`src/rtl/conv_sched_pkg.sv`:
```
// Shared types and sizing for the conv/accumulate scheduler.
package conv_sched_pkg;

  localparam int DATA_WIDTH  = 15;
  localparam int MAX_NEURONS = 256;
  localparam int MAX_GROUPS  = 64;
  localparam int CONV_LAT    = 5;
  localparam int NW          = $clog2(MAX_NEURONS);
  localparam int GW          = $clog2(MAX_GROUPS);

  function automatic int res_width(input int dw);
    return 2 * (dw + 1);
  endfunction

  localparam int RW = res_width(DATA_WIDTH);

  typedef enum logic [1:0] {
    IDLE  = 2'd0,
    ISSUE = 2'd1,
    DRAIN = 2'd2,
    DONE  = 2'd3
  } state_t;

  typedef struct packed {
    logic          valid;
    logic          last;
    logic [NW-1:0] idx;
  } tag_t;

  localparam tag_t TAG_EMPTY = '{valid: 1'b0, last: 1'b0, idx: {NW{1'b0}}};

endpackage

```
`src/rtl/conv_sched_if.sv`:
```
// Datapath and result bus between the scheduler and the conv datapath/consumer.
interface conv_sched_if;
  import conv_sched_pkg::*;

  logic [NW+GW-1:0] w_addr;
  logic [GW-1:0]    spike_sel;
  logic             conv_en;
  logic             conv_acc_clear_and_go;
  logic             conv_acc_clear;
  logic [RW-1:0]    conv_out;
  logic             conv_valid;
  logic             res_valid;
  logic [RW-1:0]    res_data;
  logic [NW-1:0]    res_idx;

  modport master (
    output w_addr, spike_sel, conv_en, conv_acc_clear_and_go, conv_acc_clear,
    output res_valid, res_data, res_idx,
    input  conv_out, conv_valid
  );

  modport slave (
    input  w_addr, spike_sel, conv_en, conv_acc_clear_and_go, conv_acc_clear,
    input  res_valid, res_data, res_idx,
    output conv_out, conv_valid
  );

endinterface

```
`src/rtl/conv_sched_tagpipe.sv`:
```
// Request-tag delay line matching the datapath latency; the exiting tag
// says whether the datapath result belongs to the last group of a neuron.
module conv_sched_tagpipe
  import conv_sched_pkg::*;
#(
  parameter int DEPTH = CONV_LAT
) (
  input  logic clk,
  input  logic rst_n,
  input  logic flush,
  input  tag_t tag_in,
  output tag_t tag_out,
  output logic any_valid
);

  tag_t stage_r [DEPTH];

  // Shift register: one stage per cycle, flush empties every stage
  always_ff @(posedge clk or negedge rst_n) begin
    if (!rst_n) begin
      for (int i = 0; i < DEPTH; i++) stage_r[i] <= TAG_EMPTY;
    end else if (flush) begin
      for (int i = 0; i < DEPTH; i++) stage_r[i] <= TAG_EMPTY;
    end else begin
      stage_r[0] <= tag_in;
      for (int i = 1; i < DEPTH; i++) stage_r[i] <= stage_r[i-1];
    end
  end

  // Any request still travelling through the datapath
  always_comb begin
    any_valid = 1'b0;
    for (int i = 0; i < DEPTH; i++) any_valid = any_valid | stage_r[i].valid;
  end

  assign tag_out = stage_r[DEPTH-1];

endmodule

```
`src/rtl/conv_sched.sv`:
```
// Sequencer for the 4-input SIMD conv/accumulate datapath.
// Optional performance counters are built when CONV_SCHED_PERF_EN is defined.
module conv_sched
  import conv_sched_pkg::*;
(
  input  logic            clk,
  input  logic            rst_n,
  input  logic            start,
  input  logic            abort,
  input  logic            hold,
  input  logic [NW:0]     cfg_neurons,
  input  logic [GW:0]     cfg_groups,
  output logic            busy,
  output logic            done,
  conv_sched_if.master    bus
`ifdef CONV_SCHED_PERF_EN
  ,
  output logic [31:0]     perf_busy_cycles,
  output logic [31:0]     perf_hold_cycles,
  output logic [15:0]     perf_drop_cnt
`endif
);

  state_t           state_r, state_s;
  logic [NW:0]      cfg_n_r;
  logic [GW:0]      cfg_g_r;
  logic [NW-1:0]    n_r;
  logic [GW-1:0]    g_r;
  logic [NW+GW-1:0] addr_r;

  logic start_ok_s, abort_s, in_issue_s, issue_s;
  logic g_last_s, n_last_s, cfg_zero_s, flush_s, pipe_any_s, capture_s;
  tag_t tag_in_s, pipe_out_s, cap_tag_r;

  logic             conv_en_r, clr_go_r, acc_clr_r;
  logic [NW+GW-1:0] w_addr_r;
  logic [GW-1:0]    spike_sel_r;
  logic             res_valid_r, busy_r, done_r;
  logic [RW-1:0]    res_data_r;
  logic [NW-1:0]    res_idx_r;

  // Qualified control events and the tag for the group issued this cycle
  always_comb begin
    start_ok_s     = (state_r == IDLE) && start;
    abort_s        = (state_r != IDLE) && abort;
    in_issue_s     = (state_r == ISSUE) && !abort_s;
    issue_s        = in_issue_s && !hold;
    g_last_s       = ({1'b0, g_r} == (cfg_g_r - {{GW{1'b0}}, 1'b1}));
    n_last_s       = ({1'b0, n_r} == (cfg_n_r - {{NW{1'b0}}, 1'b1}));
    cfg_zero_s     = (cfg_neurons == {(NW+1){1'b0}}) || (cfg_groups == {(GW+1){1'b0}});
    flush_s        = start_ok_s || abort_s;
    tag_in_s.valid = issue_s;
    tag_in_s.last  = g_last_s;
    tag_in_s.idx   = n_r;
    capture_s      = cap_tag_r.valid && cap_tag_r.last && bus.conv_valid && !abort_s;
  end

  // Next-state logic; abort overrides everything else
  always_comb begin
    state_s = state_r;
    if (abort_s) begin
      state_s = IDLE;
    end else begin
      case (state_r)
        IDLE: begin
          if (start) state_s = cfg_zero_s ? DONE : ISSUE;
          else       state_s = IDLE;
        end
        ISSUE: begin
          if (issue_s && g_last_s && n_last_s) state_s = DRAIN;
          else                                 state_s = ISSUE;
        end
        DRAIN: begin
          if (!pipe_any_s) state_s = DONE;
          else             state_s = DRAIN;
        end
        DONE:    state_s = IDLE;
        default: state_s = IDLE;
      endcase
    end
  end

  // State register
  always_ff @(posedge clk or negedge rst_n) begin
    if (!rst_n) state_r <= IDLE;
    else        state_r <= state_s;
  end

  // Config capture and (neuron, group, address) walk; address increments instead of multiplying
  always_ff @(posedge clk or negedge rst_n) begin
    if (!rst_n) begin
      cfg_n_r <= {(NW+1){1'b0}};
      cfg_g_r <= {(GW+1){1'b0}};
      n_r     <= {NW{1'b0}};
      g_r     <= {GW{1'b0}};
      addr_r  <= {(NW+GW){1'b0}};
    end else if (start_ok_s) begin
      cfg_n_r <= cfg_neurons;
      cfg_g_r <= cfg_groups;
      n_r     <= {NW{1'b0}};
      g_r     <= {GW{1'b0}};
      addr_r  <= {(NW+GW){1'b0}};
    end else if (issue_s) begin
      addr_r <= addr_r + (NW+GW)'(1'b1);
      if (g_last_s) begin
        g_r <= {GW{1'b0}};
        n_r <= n_r + NW'(1'b1);
      end else begin
        g_r <= g_r + GW'(1'b1);
      end
    end else begin
      addr_r <= addr_r;
    end
  end

  conv_sched_tagpipe #(.DEPTH(CONV_LAT)) u_tagpipe (
    .clk       (clk),
    .rst_n     (rst_n),
    .flush     (flush_s),
    .tag_in    (tag_in_s),
    .tag_out   (pipe_out_s),
    .any_valid (pipe_any_s)
  );

  // Registered outputs; the exiting tag is held one more cycle to line up with conv_valid
  always_ff @(posedge clk or negedge rst_n) begin
    if (!rst_n) begin
      conv_en_r   <= 1'b0;
      clr_go_r    <= 1'b0;
      acc_clr_r   <= 1'b0;
      w_addr_r    <= {(NW+GW){1'b0}};
      spike_sel_r <= {GW{1'b0}};
      busy_r      <= 1'b0;
      done_r      <= 1'b0;
      cap_tag_r   <= TAG_EMPTY;
      res_valid_r <= 1'b0;
      res_data_r  <= {RW{1'b0}};
      res_idx_r   <= {NW{1'b0}};
    end else begin
      conv_en_r   <= issue_s;
      clr_go_r    <= issue_s && (g_r == {GW{1'b0}});
      acc_clr_r   <= flush_s;
      w_addr_r    <= in_issue_s ? addr_r : {(NW+GW){1'b0}};
      spike_sel_r <= in_issue_s ? g_r : {GW{1'b0}};
      busy_r      <= (state_s != IDLE);
      done_r      <= (state_r == DONE) && !abort_s;
      cap_tag_r   <= flush_s ? TAG_EMPTY : pipe_out_s;
      res_valid_r <= capture_s;
      if (capture_s) begin
        res_data_r <= bus.conv_out;
        res_idx_r  <= cap_tag_r.idx;
      end else begin
        res_data_r <= res_data_r;
      end
    end
  end

`ifdef CONV_SCHED_PERF_EN
  logic        drop_s;
  logic [31:0] busy_cnt_r, hold_cnt_r;
  logic [15:0] drop_cnt_r;

  assign drop_s = cap_tag_r.valid && !bus.conv_valid && !abort_s;

  // Saturating run statistics, cleared when a run is accepted
  always_ff @(posedge clk or negedge rst_n) begin
    if (!rst_n) begin
      busy_cnt_r <= 32'd0;
      hold_cnt_r <= 32'd0;
      drop_cnt_r <= 16'd0;
    end else if (start_ok_s) begin
      busy_cnt_r <= 32'd0;
      hold_cnt_r <= 32'd0;
      drop_cnt_r <= 16'd0;
    end else begin
      if (busy_r && (busy_cnt_r != 32'hFFFF_FFFF)) busy_cnt_r <= busy_cnt_r + 32'd1;
      if (in_issue_s && hold && (hold_cnt_r != 32'hFFFF_FFFF)) hold_cnt_r <= hold_cnt_r + 32'd1;
      if (drop_s && (drop_cnt_r != 16'hFFFF)) drop_cnt_r <= drop_cnt_r + 16'd1;
    end
  end

  assign perf_busy_cycles = busy_cnt_r;
  assign perf_hold_cycles = hold_cnt_r;
  assign perf_drop_cnt    = drop_cnt_r;
`endif

  assign bus.conv_en               = conv_en_r;
  assign bus.conv_acc_clear_and_go = clr_go_r;
  assign bus.conv_acc_clear        = acc_clr_r;
  assign bus.w_addr                = w_addr_r;
  assign bus.spike_sel             = spike_sel_r;
  assign bus.res_valid             = res_valid_r;
  assign bus.res_data              = res_data_r;
  assign bus.res_idx               = res_idx_r;
  assign busy                      = busy_r;
  assign done                      = done_r;

endmodule

```
`src/flat_wrapper.sv`:
```
// flat-port wrapper written by rule: the top's interface ports become plain ports
module conv_sched_flat import conv_sched_pkg::*;
  (clk, rst_n, start, abort, hold, cfg_neurons, cfg_groups, busy, done, bus_w_addr, bus_spike_sel, bus_conv_en, bus_conv_acc_clear_and_go, bus_conv_acc_clear, bus_res_valid, bus_res_data, bus_res_idx, bus_conv_out, bus_conv_valid);
  conv_sched_if bus_i ();
  input  logic clk;
  input  logic rst_n;
  input  logic start;
  input  logic abort;
  input  logic hold;
  input  logic [NW:0] cfg_neurons;
  input  logic [GW:0] cfg_groups;
  output logic busy;
  output logic done;
  output wire logic [$bits(bus_i.w_addr)-1:0] bus_w_addr;
  output wire logic [$bits(bus_i.spike_sel)-1:0] bus_spike_sel;
  output wire logic [$bits(bus_i.conv_en)-1:0] bus_conv_en;
  output wire logic [$bits(bus_i.conv_acc_clear_and_go)-1:0] bus_conv_acc_clear_and_go;
  output wire logic [$bits(bus_i.conv_acc_clear)-1:0] bus_conv_acc_clear;
  output wire logic [$bits(bus_i.res_valid)-1:0] bus_res_valid;
  output wire logic [$bits(bus_i.res_data)-1:0] bus_res_data;
  output wire logic [$bits(bus_i.res_idx)-1:0] bus_res_idx;
  input wire logic [$bits(bus_i.conv_out)-1:0] bus_conv_out;
  input wire logic [$bits(bus_i.conv_valid)-1:0] bus_conv_valid;
  assign bus_w_addr = bus_i.w_addr;
  assign bus_spike_sel = bus_i.spike_sel;
  assign bus_conv_en = bus_i.conv_en;
  assign bus_conv_acc_clear_and_go = bus_i.conv_acc_clear_and_go;
  assign bus_conv_acc_clear = bus_i.conv_acc_clear;
  assign bus_res_valid = bus_i.res_valid;
  assign bus_res_data = bus_i.res_data;
  assign bus_res_idx = bus_i.res_idx;
  assign bus_i.conv_out = bus_conv_out;
  assign bus_i.conv_valid = bus_conv_valid;
  conv_sched u_core (.clk(clk), .rst_n(rst_n), .start(start), .abort(abort), .hold(hold), .cfg_neurons(cfg_neurons), .cfg_groups(cfg_groups), .busy(busy), .done(done), .bus(bus_i));
endmodule
```
`config.mk`:
```
export PLATFORM = sky130hd
export DESIGN_NAME = conv_sched_flat
export DESIGN_NICKNAME = d
export VERILOG_FILES = /design/src/rtl/conv_sched_pkg.sv /design/src/rtl/conv_sched_if.sv /design/src/rtl/conv_sched_tagpipe.sv /design/src/rtl/conv_sched.sv /design/src/flat_wrapper.sv
export SDC_FILE = /design/constraint.sdc
export NUM_CORES = 1
export LEC_CHECK = 0
export CORE_MARGIN = 2
export CORE_UTILIZATION = 48
export DETAILED_ROUTE_END_ITERATION = 10
export GPL_ROUTABILITY_DRIVEN = 0
export PLACE_DENSITY_LB_ADDON = 0.1
export SLEW_MARGIN = 20
export SYNTH_ARGS = -nofsm -noshare
export SYNTH_HDL_FRONTEND = slang
export SYNTH_SLANG_ARGS = --single-unit
```
`constraint.sdc`:
```
create_clock -name clk -period 2.15 [get_ports clk]
set_input_delay 0.43 -clock clk [delete_from_list [all_inputs] [get_ports clk]]
set_output_delay 0.43 -clock clk [all_outputs]
set_load 0.005 [all_outputs]
```
== After elaboration in Yosys (flattened, before gate mapping) ==
Index checks and enable logic that the tools add are counted.
Word-level totals
  word-level logic and storage cells: 90
  bits in writable memories: 0
  output and inout bits: 66
  ROM bits: 0
  latch bits: 0
  memories kept: 0
  register bits: 172
Operators by class
  $add $sub $neg: 5
  equality and inequality tests: 5
  reductions and logical operators: 24
  $lt $le $gt $ge: 0
  divide/modulo/power cells: 0
  muxes and demuxes: 18
  bitwise gates (word level): 4
  multiply operators: 0
  shift-type cells: 0
Operators with widths (number)
  two-way mux 50 bit: 1
  two-way mux 14 bit: 3
  two-way mux 6 bit: 4
  two-way mux 8 bit: 3
  adder 14 x 1 -> 14 bit (second input constant): 1
  logical AND 1 bit: 11
  two-way mux 10 bit: 1
  == test 8 x 9 -> 1 bit: 1
  zero test 9 bit: 1
  subtractor 9 x 1 -> 9 bit (second input constant): 1
  adder 8 x 1 -> 8 bit (second input constant): 1
  two-way mux 2 bit: 4
  one-hot mux 2 bit (4 select lines): 1
  nonzero test 2 bit: 4
  == test 6 x 7 -> 1 bit: 1
  zero test 7 bit: 1
  subtractor 7 x 1 -> 7 bit (second input constant): 1
  adder 6 x 1 -> 6 bit (second input constant): 1
  zero test 6 bit: 1
  == test 2 bit (second input constant): 2
  bitwise OR 1 bit: 4
  == test 2 x 1 -> 1 bit (second input constant): 1
  zero test 1 bit: 2
  zero test 2 bit: 1
  other kinds (3): 4

== Longest topological paths before layout ==
Gate-level depths: netlist of the first run.
  depth after elaboration: 11
  depth in mapped cells: 9

== Hierarchy ==
Synthesis of the first run repeated with hierarchy kept, for this count alone.
Unflattened totals
  cell total of the unflattened synthesis: 598
  area total of the unflattened synthesis: 7083.0 sq um
Modules (own cells, without submodules)
  conv_sched: instances 1, seq. area each 3052.9 sq um, area an instance 5406.4 sq um, cells each 480
  conv_sched_tagpipe: instances 1, seq. area each 1251.2 sq um, area an instance 1676.6 sq um, cells each 118

== Least setup slack after synthesis of the first run ==
Ideal clock, no wire load.
  path kind: reg2reg
  from: reg u_core.cfg_g_r[0]
  to: reg u_core.n_r[5]
  setup slack: -0.129 ns
  period minus slack after synthesis: 2.279 ns
  arrival time: 2.202 ns
  required time: 2.073 ns
  cell stages (with the launch flop): 8
  library setup time: 0.077 ns
  cell sequence: dfrtp_1 > inv_1 > ha_1 > or3b_1 > nor4_2 > o211ai_4 > or4_1 > a21oi_1
On the way
  cells in the longest elaborated chain, start to end: 4
Ends and longest elaborated chain
  start: declaration: RTL line conv_sched.sv:26  | logic [GW:0] cfg_g_r;
  start signal: assignment: RTL line conv_sched.sv:93  | cfg_g_r <= {(GW+1){1'b0}};
  start signal: assignment: RTL line conv_sched.sv:99  | cfg_g_r <= cfg_groups;
  subtractor 7 x 1 -> 7 bit: RTL line conv_sched.sv:48  | g_last_s = ({1'b0, g_r} == (cfg_g_r - {{GW{1'b0}}, 1'b1}));
  == test 6 x 7 -> 1 bit: RTL line conv_sched.sv:48
  nonzero test 2 bit (no source line)
  AND reduction 2 bit (no source line)
  end signal: assignment: RTL line conv_sched.sv:94  | n_r <= {NW{1'b0}};
  end signal: assignment: RTL line conv_sched.sv:100  | n_r <= {NW{1'b0}};
  end signal: assignment: RTL line conv_sched.sv:107  | n_r <= n_r + NW'(1'b1);
  end: declaration: RTL line conv_sched.sv:27  | logic [NW-1:0] n_r;
Every way passes these cells.
A chain may end at the register's enable or synchronous reset.

== Worst setup path after layout of the first run ==
  from: reg u_core.cfg_g_r[1]
  to: reg u_core.n_r[5]
The elaborated chain is that of the path after synthesis.

==> impl_metrics.toml, run 1 <==
[run_status]
status = "finished with violations"
violations = "negative setup slack"

[power]
netSwitchingFraction_pct = 30.2
pwr-share-seq_pct = 42.3
vdd_drop_max_mv = 0.616
p_leak_nw = 4.57
p_clk_share_pct = 31.8
power_switching_mw = 2.67
p_per_area_nw_per_um2 = 954
combPwrFrac_pct = 25.9
power_mw = 8.83
intPower_mw = 6.16

[worst_setup_path]
path_buf_inv = 1
r2r-end = "u_core.n_r[5]"
r2r_slack_ns = -0.02
crit-reg2reg-launch = "u_core.cfg_g_r[1]"
crit_end = "u_core.n_r[5]"
crit_path_start = "u_core.cfg_g_r[1]"
cp_slowest_cell = "or4_4"
cp_num_cells = 7
crit_required_ns = 2.50
critPathLaunchType = "flop"
path_cells = "inv_2 > ha_4 > or3b_4 > nor4_4 > o211ai_4 > or4_4 > a21oi_2"
crit_path_max_fanout = 7
cp-end-kind = "flop"
critPathMaxStageDelay_ns = 0.50
arrival_ns = 2.52
reg2reg_depth = 7
crit_family = "simple AND/OR/NAND/NOR gates"
criticalPathCategory = "reg -> reg"

[yosys]
syn_avg_cell_area_um2 = 12.0
synthSimpleGateAreaFrac_pct = 17.7
yosys_warnings = 0
syn_area_um2 = 6910
synth_top_area_cell = "dfrtp_1"
synth_cell_types = 61
netlist_top_cells_area = "dfrtp_1 62%, mux2_2 6.5%, and3_1 5.7%, nand2_1 3.1%, xor2_1 2.5%"
synth_fa_ha_area_share_pct = 1.09
synthFlopType = "dfrtp_1"
synth_top_area_share_pct = 62.3
syn-num-nets = 634
ys_seq_area_share_pct = 62.3
synth_edf_count = 0
async_flop_share_pct = 100
synth_xor_area_share_pct = 4.06
ys_seq_elements = 172
synth_top_family_by_area = "simple AND/OR/NAND/NOR gates"
synthMuxAreaShare_pct = 6.66
synth-compound-area-share_pct = 5.40
netlist_instances = 574

[layout]
num_antenna_cells = 0
layout.cells.non_filler = 923
syn2layout_area_growth_pct = 33.9
drive_gt1_share_pct = 19.7
finalCoreUtilization_pct = 66.1
finalNetCount = 791
final_cell_mix = "172 x dfrtp_1, 118 x clkdlybuf4s50_1, 63 x and3_1"
fillers = 1038
layout_commonest_cell = "dfrtp_1"
postLayoutCellArea_um2 = 9250

[floorplan]
coreArea_um2 = 14000
die_w_um = 124
die-area_um2 = 15400
die_y_um = 124
rows = 43
initial_utilization_pct = 49.4
io_pins = 120

[min_path]
hold_class = "reg -> reg"

[route]
firstDrtPassIters = 4
routed_wl_um = 13700
vias = 4740
via_per_inst = 5.14
drc_errors = 0
wl_per_cell_um = 14.9
drt_iter0_drc = 288
ant_nets = 0

[place]
placedCellCount = 889
place_ws_ns = -0.172
hpwl_um = 9470
port_buffers = 119
placedInstanceArea_um2 = 8600

[clock_network]
clock_sinks = 172
path_clk_slew_ns = 0.06
cts_max_path_buffers = 2
clk_latency_ns = 0.42
cts_inserted_buffers = 17
root_buffer = "clkbuf_16"
cts_tree = "done"
h-tree-depth = 4

[sta]
rsz0062_at_grt = "true"
max_freq_ghz = 0.461
hold_viol = 0
slew_headroom_pct = 69.2
fin_tns_setup_ns = -0.0225
worst_slack_ns = -0.0200
slew_viol_final = 0
setup_viol = 2
hold_slack_ns = 0.467
fin_skew_ns = 0.00899
fin_crit_sh_pct = 101
worst_slew_pin_slew_ns = 0.462
finalCriticalPeriod_ns = 2.17

[global_route]
grt_overflow_total = 0
grt_max_degree = 62
grt_pass1_vias = 4744
antenna_found_initial = 0
grt_pass1_wl_um = 22100
grt_usage_pct = 18.7

[run]
maxCapViolCount = 0
## metal layers
layer  up-vias  routed length, µm  track usage [%]  part of all wire [%]
met5         -                  0                0                     0
met4         0                125             7.94                  0.91
met3        10               1100             5.36                   8.0
met2       145               6550             30.5                    48
met1      2282               5940             23.6                    43
li1       2303                  -                -                     -
## worst min-delay path by stage
stage | from | endpoint | slack (ns) | cells past startpoint
2_1_floorplan | rst_n | u_core.addr_r[0] | 0.13 | 0
5_1_grt | u_core.u_tagpipe.stage_r[28] | u_core.u_tagpipe.stage_r[18] | 0.48 | 1
3_3_place_gp | rst_n | u_core.bus.res_data[3] | 0.39 | 1
6_report | u_core.u_tagpipe.stage_r[38] | u_core.u_tagpipe.stage_r[28] | 0.47 | 1
4_1_cts | u_core.u_tagpipe.stage_r[45] | u_core.u_tagpipe.stage_r[35] | 0.47 | 1
3_5_place_dp | rst_n | u_core.bus.res_data[29] | 0.40 | 1
## power groups by stage
| stage | combinational (mW) | clock, mW | sequential, mW |
|---|---|---|---|
| global route | 2.56 | 3.02 | 3.77 |
| finish | 2.29 | 2.81 | 3.73 |
| detailed placement | 2.15 | 0 | 3.77 |
| CTS | 2.22 | 2.89 | 3.73 |
| global placement | 2.10 | 0 | 3.76 |
| floorplan | 1.22 | 0 | 3.76 |
## timing repair
action	in CTS	in global routing
hold buffers	1	0
pin swaps	5	3
buffers inserted	1	1
resized for setup	10	12
setup endpoints to repair	6	11
endpoints found under the hold margin	46	0
## cell usage after synthesis (all sizes together), types with 2 or more instances
| master | instances |
|---|---|
| a21oi | 7 |
| nor4 | 6 |
| ha | 6 |
| nor3b | 2 |
| o21ai | 22 |
| xnor2 | 12 |
| buf | 6 |
| or3 | 4 |
| and2 | 21 |
| nand4 | 6 |
| a2111oi | 2 |
| o21bai | 2 |
| nand3 | 12 |
| a31oi | 3 |
| o2111ai | 3 |
| nand2 | 57 |
| xor2 | 20 |
| nor2 | 30 |
| dfrtp | 172 |
| mux2 | 40 |
| clkbuf | 24 |
| inv | 11 |
| and3 | 63 |
| nor3 | 13 |
| or4 | 2 |
## logic make-up (layout without fill, tap and decap cells)
| group | count (synthesis) | count (layout) |
|---|---|---|
| and+or+nand+nor | 228 | 228 |
| DFF | 172 | 172 |
| AOI/OAI and AO/OA | 53 | 53 |
| buffers and inverters | 42 | 211 |
| muxes | 41 | 41 |
| xor gates and xnor gates | 32 | 32 |
| adders and majority gates | 6 | 6 |
## final cells by class
type	instances	area [µm²]	share of cell area [%]
flip-flops and latches	172	4300	46.5
multi-input cells	360	2500	27.1
repair buffers	169	1630	17.6
clock buffers	21	450	4.87
well taps	180	225	2.43
clock inverters	10	93.8	1.01
inverters	11	41.3	0.446
## flip-flops by register name, summed over array words and instances, names as in the netlist, 2 cells and up
register,flops
u_core.u_tagpipe.stage_r,40
u_core.bus.res_data,32
u_core.addr_r,14
u_core.bus.w_addr,14
u_core.cap_tag_r,10
u_core.u_tagpipe.tag_out,10
u_core.cfg_n_r,9
u_core.bus.res_idx,8
u_core.n_r,8
u_core.cfg_g_r,7
u_core.bus.spike_sel,6
u_core.g_r,6
u_core.state_r,2
## worst register-to-register path: stages, from the launching register on
cell	delay [ns]
dfrtp_1	0.41
inv_2	0.10
ha_4	0.14
or3b_4	0.41
nor4_4	0.24
o211ai_4	0.16
or4_4	0.50
a21oi_2	0.14
(Power assumes the default switching activity.)
==> run 2: changes to the inputs <==
--- a/config.mk
+++ b/config.mk
@@ -6,7 +6,7 @@
 export NUM_CORES = 1
 export LEC_CHECK = 0
 export CORE_MARGIN = 2
-export CORE_UTILIZATION = 48
+export CORE_UTILIZATION = 51
 export DETAILED_ROUTE_END_ITERATION = 10
 export GPL_ROUTABILITY_DRIVEN = 0
 export PLACE_DENSITY_LB_ADDON = 0.1
==> constraint.sdc (replaced) <==
create_clock -name clk -period 2.3 [get_ports clk]
set_input_delay 0.69 -clock clk [delete_from_list [all_inputs] [get_ports clk]]
set_output_delay 0.69 -clock clk [all_outputs]
set_load 0.005 [all_outputs]
==> run 2 against run 1 <==
Effect of this change: the flow still finishes with violations (negative setup slack); highest routed layer unchanged; critical endpoint unchanged; power shrank 6.6%; clock skew decreased by 0.0052 ns; design area down 0.53%.
==> impl_metrics.toml, run 2 (same netlist as run 1, synthesis figures left out) <==
[sta]
rsz0062_at_grt = "true"
fin_skew_ns = 0.00381
slew_headroom_pct = 66.9
slew_viol_final = 0
hold_slack_ns = 0.195
worst_slew_pin_slew_ns = 0.491
max_freq_ghz = 0.432
worst_slack_ns = -0.0131
fin_tns_setup_ns = -0.0131
hold_viol = 0
finalCriticalPeriod_ns = 2.31
setup_viol = 1
fin_crit_sh_pct = 101

[layout]
final_cell_mix = "172 x dfrtp_1, 118 x clkdlybuf4s50_1, 63 x and3_1"
fillers = 977
syn2layout_area_growth_pct = 33.2
postLayoutCellArea_um2 = 9200
largest_reg_flops = 40
layout_commonest_cell = "dfrtp_1"
finalNetCount = 787
largest-register = "u_core.u_tagpipe.stage_r"
drive_gt1_share_pct = 18.5
num_antenna_cells = 0

[route]
drc_errors = 0
via_per_inst = 5.19
routed_wl_um = 13500
drt_iter0_drc = 279
vias = 4757
firstDrtPassIters = 4
ant_nets = 0
wl_per_cell_um = 14.7

[clock_network]
cts.hold.buffers_added = 0
root_buffer = "clkbuf_16"
cts_inserted_buffers = 17
clock_sinks = 172
h-tree-depth = 4
cts_max_path_buffers = 2
clk_latency_ns = 0.42
cts_tree = "done"
path_clk_slew_ns = 0.06

[worst_setup_path]
criticalPathCategory = "reg -> reg"
critPathMaxStageDelay_ns = 0.55
cp-end-kind = "flop"
arrival_ns = 2.66
critPathLaunchType = "flop"
crit_required_ns = 2.65
crit_path_max_fanout = 7
path_cells = "inv_2 > ha_4 > xor2_1 > nand2_1 > a2111oi_4 > buf_4 > o211ai_4 > or4_4 > a21oi_2"
cp_slowest_cell = "or4_4"

[global_route]
antenna_found_initial = 0
grt_usage_pct = 20.0
grt_pass1_vias = 4712
grt_overflow_total = 0
grt_pass1_wl_um = 22700
grt_max_degree = 57

[run_status]
status = "finished with violations"
violations = "negative setup slack"

[place]
port_buffers = 119
hpwl_um = 9460
place_ws_ns = -0.308
placedInstanceArea_um2 = 8540

[power]
p_per_area_nw_per_um2 = 896
vdd_drop_max_mv = 0.609
p_leak_nw = 4.56

[min_path]
hold_class = "in -> async"

[floorplan]
rows = 42
die_y_um = 120
coreArea_um2 = 13200
die_w_um = 120
io_pins = 120
initial_utilization_pct = 52.2
die-area_um2 = 14500

[run]
maxCapViolCount = 0
==> run 2: per-layer routing <==
metal	GRT usage, %	part of all wire, %
met1	26.1	44
met5	0	0
met4	7.70	1.7
met3	5.24	6.3
met2	32.2	48
==> run 2: worst paths after layout <==
| path | from | to | slack, ns | depth (start not counted) |
|---|---|---|---|---|
| worst max-delay path | u_core.cfg_g_r[1] | u_core.n_r[5] | -0.01 | 9 |
| worst min-delay path | rst_n | u_core.bus.res_data[30] | 0.20 | 1 |
| worst max register to register | u_core.cfg_g_r[1] | u_core.n_r[5] | -0.01 | 9 |
| worst min register to register | u_core.u_tagpipe.stage_r[36] | u_core.u_tagpipe.stage_r[26] | 0.47 | 1 |
| max in group asynchronous | rst_n | u_core.g_r[3] | 1.42 | 3 |
| min in group clk | u_core.u_tagpipe.stage_r[36] | u_core.u_tagpipe.stage_r[26] | 0.47 | 1 |
==> run 2: cell type report <==
| class | instances | area [µm²] | area share (%) |
|---|---|---|---|
| Inverter | 11 | 41.3 | 0.449 |
| Multi-Input combinational cell | 360 | 2470 | 26.8 |
| Sequential cell | 172 | 4300 | 46.8 |
| Tap cell | 176 | 220 | 2.39 |
| Clock inverter | 12 | 138 | 1.50 |
| Clock buffer | 20 | 447 | 4.85 |
| Timing Repair Buffer | 165 | 1590 | 17.3 |
==> run 2: what timing repair did <==
action,in CTS,in global routing
buffers inserted,2,2
pin swaps,3,5
endpoints found under the setup margin,8,8
resized for setup,4,11
==> run 2: worst max-delay path: cells and delay by family (launching register included) <==
family                   cells  cell delay (ns)
AND/OR/NAND/NOR              2             0.66
AO/OA/AOI/OAI                3             0.55
flip-flops                   1             0.41
buffers and inverters        2             0.28
adder cells (fa/ha/maj)      1             0.20
XOR/XNOR                     1             0.15
==> run 2: through the flow <==
| stage | instances | utilization, % | total power, mW |
|---|---|---|---|
| after floorplan | 574 | - | 4.64 |
| after global placement | 880 | 64.5 | 5.34 |
| after detailed placement | 880 | 64.5 | 5.42 |
| after CTS | 914 | 69.1 | 8.26 |
| after global routing | 916 | 69.5 | 8.72 |
| final | 916 | 69.5 | 8.24 |
==> run 2: power by group <==
part / switching, mW / internal [mW]
combinational: 1.07 / 0.867
clock: 1.15 / 1.64
sequential: 0.249 / 3.27
total: 2.47 / 5.78
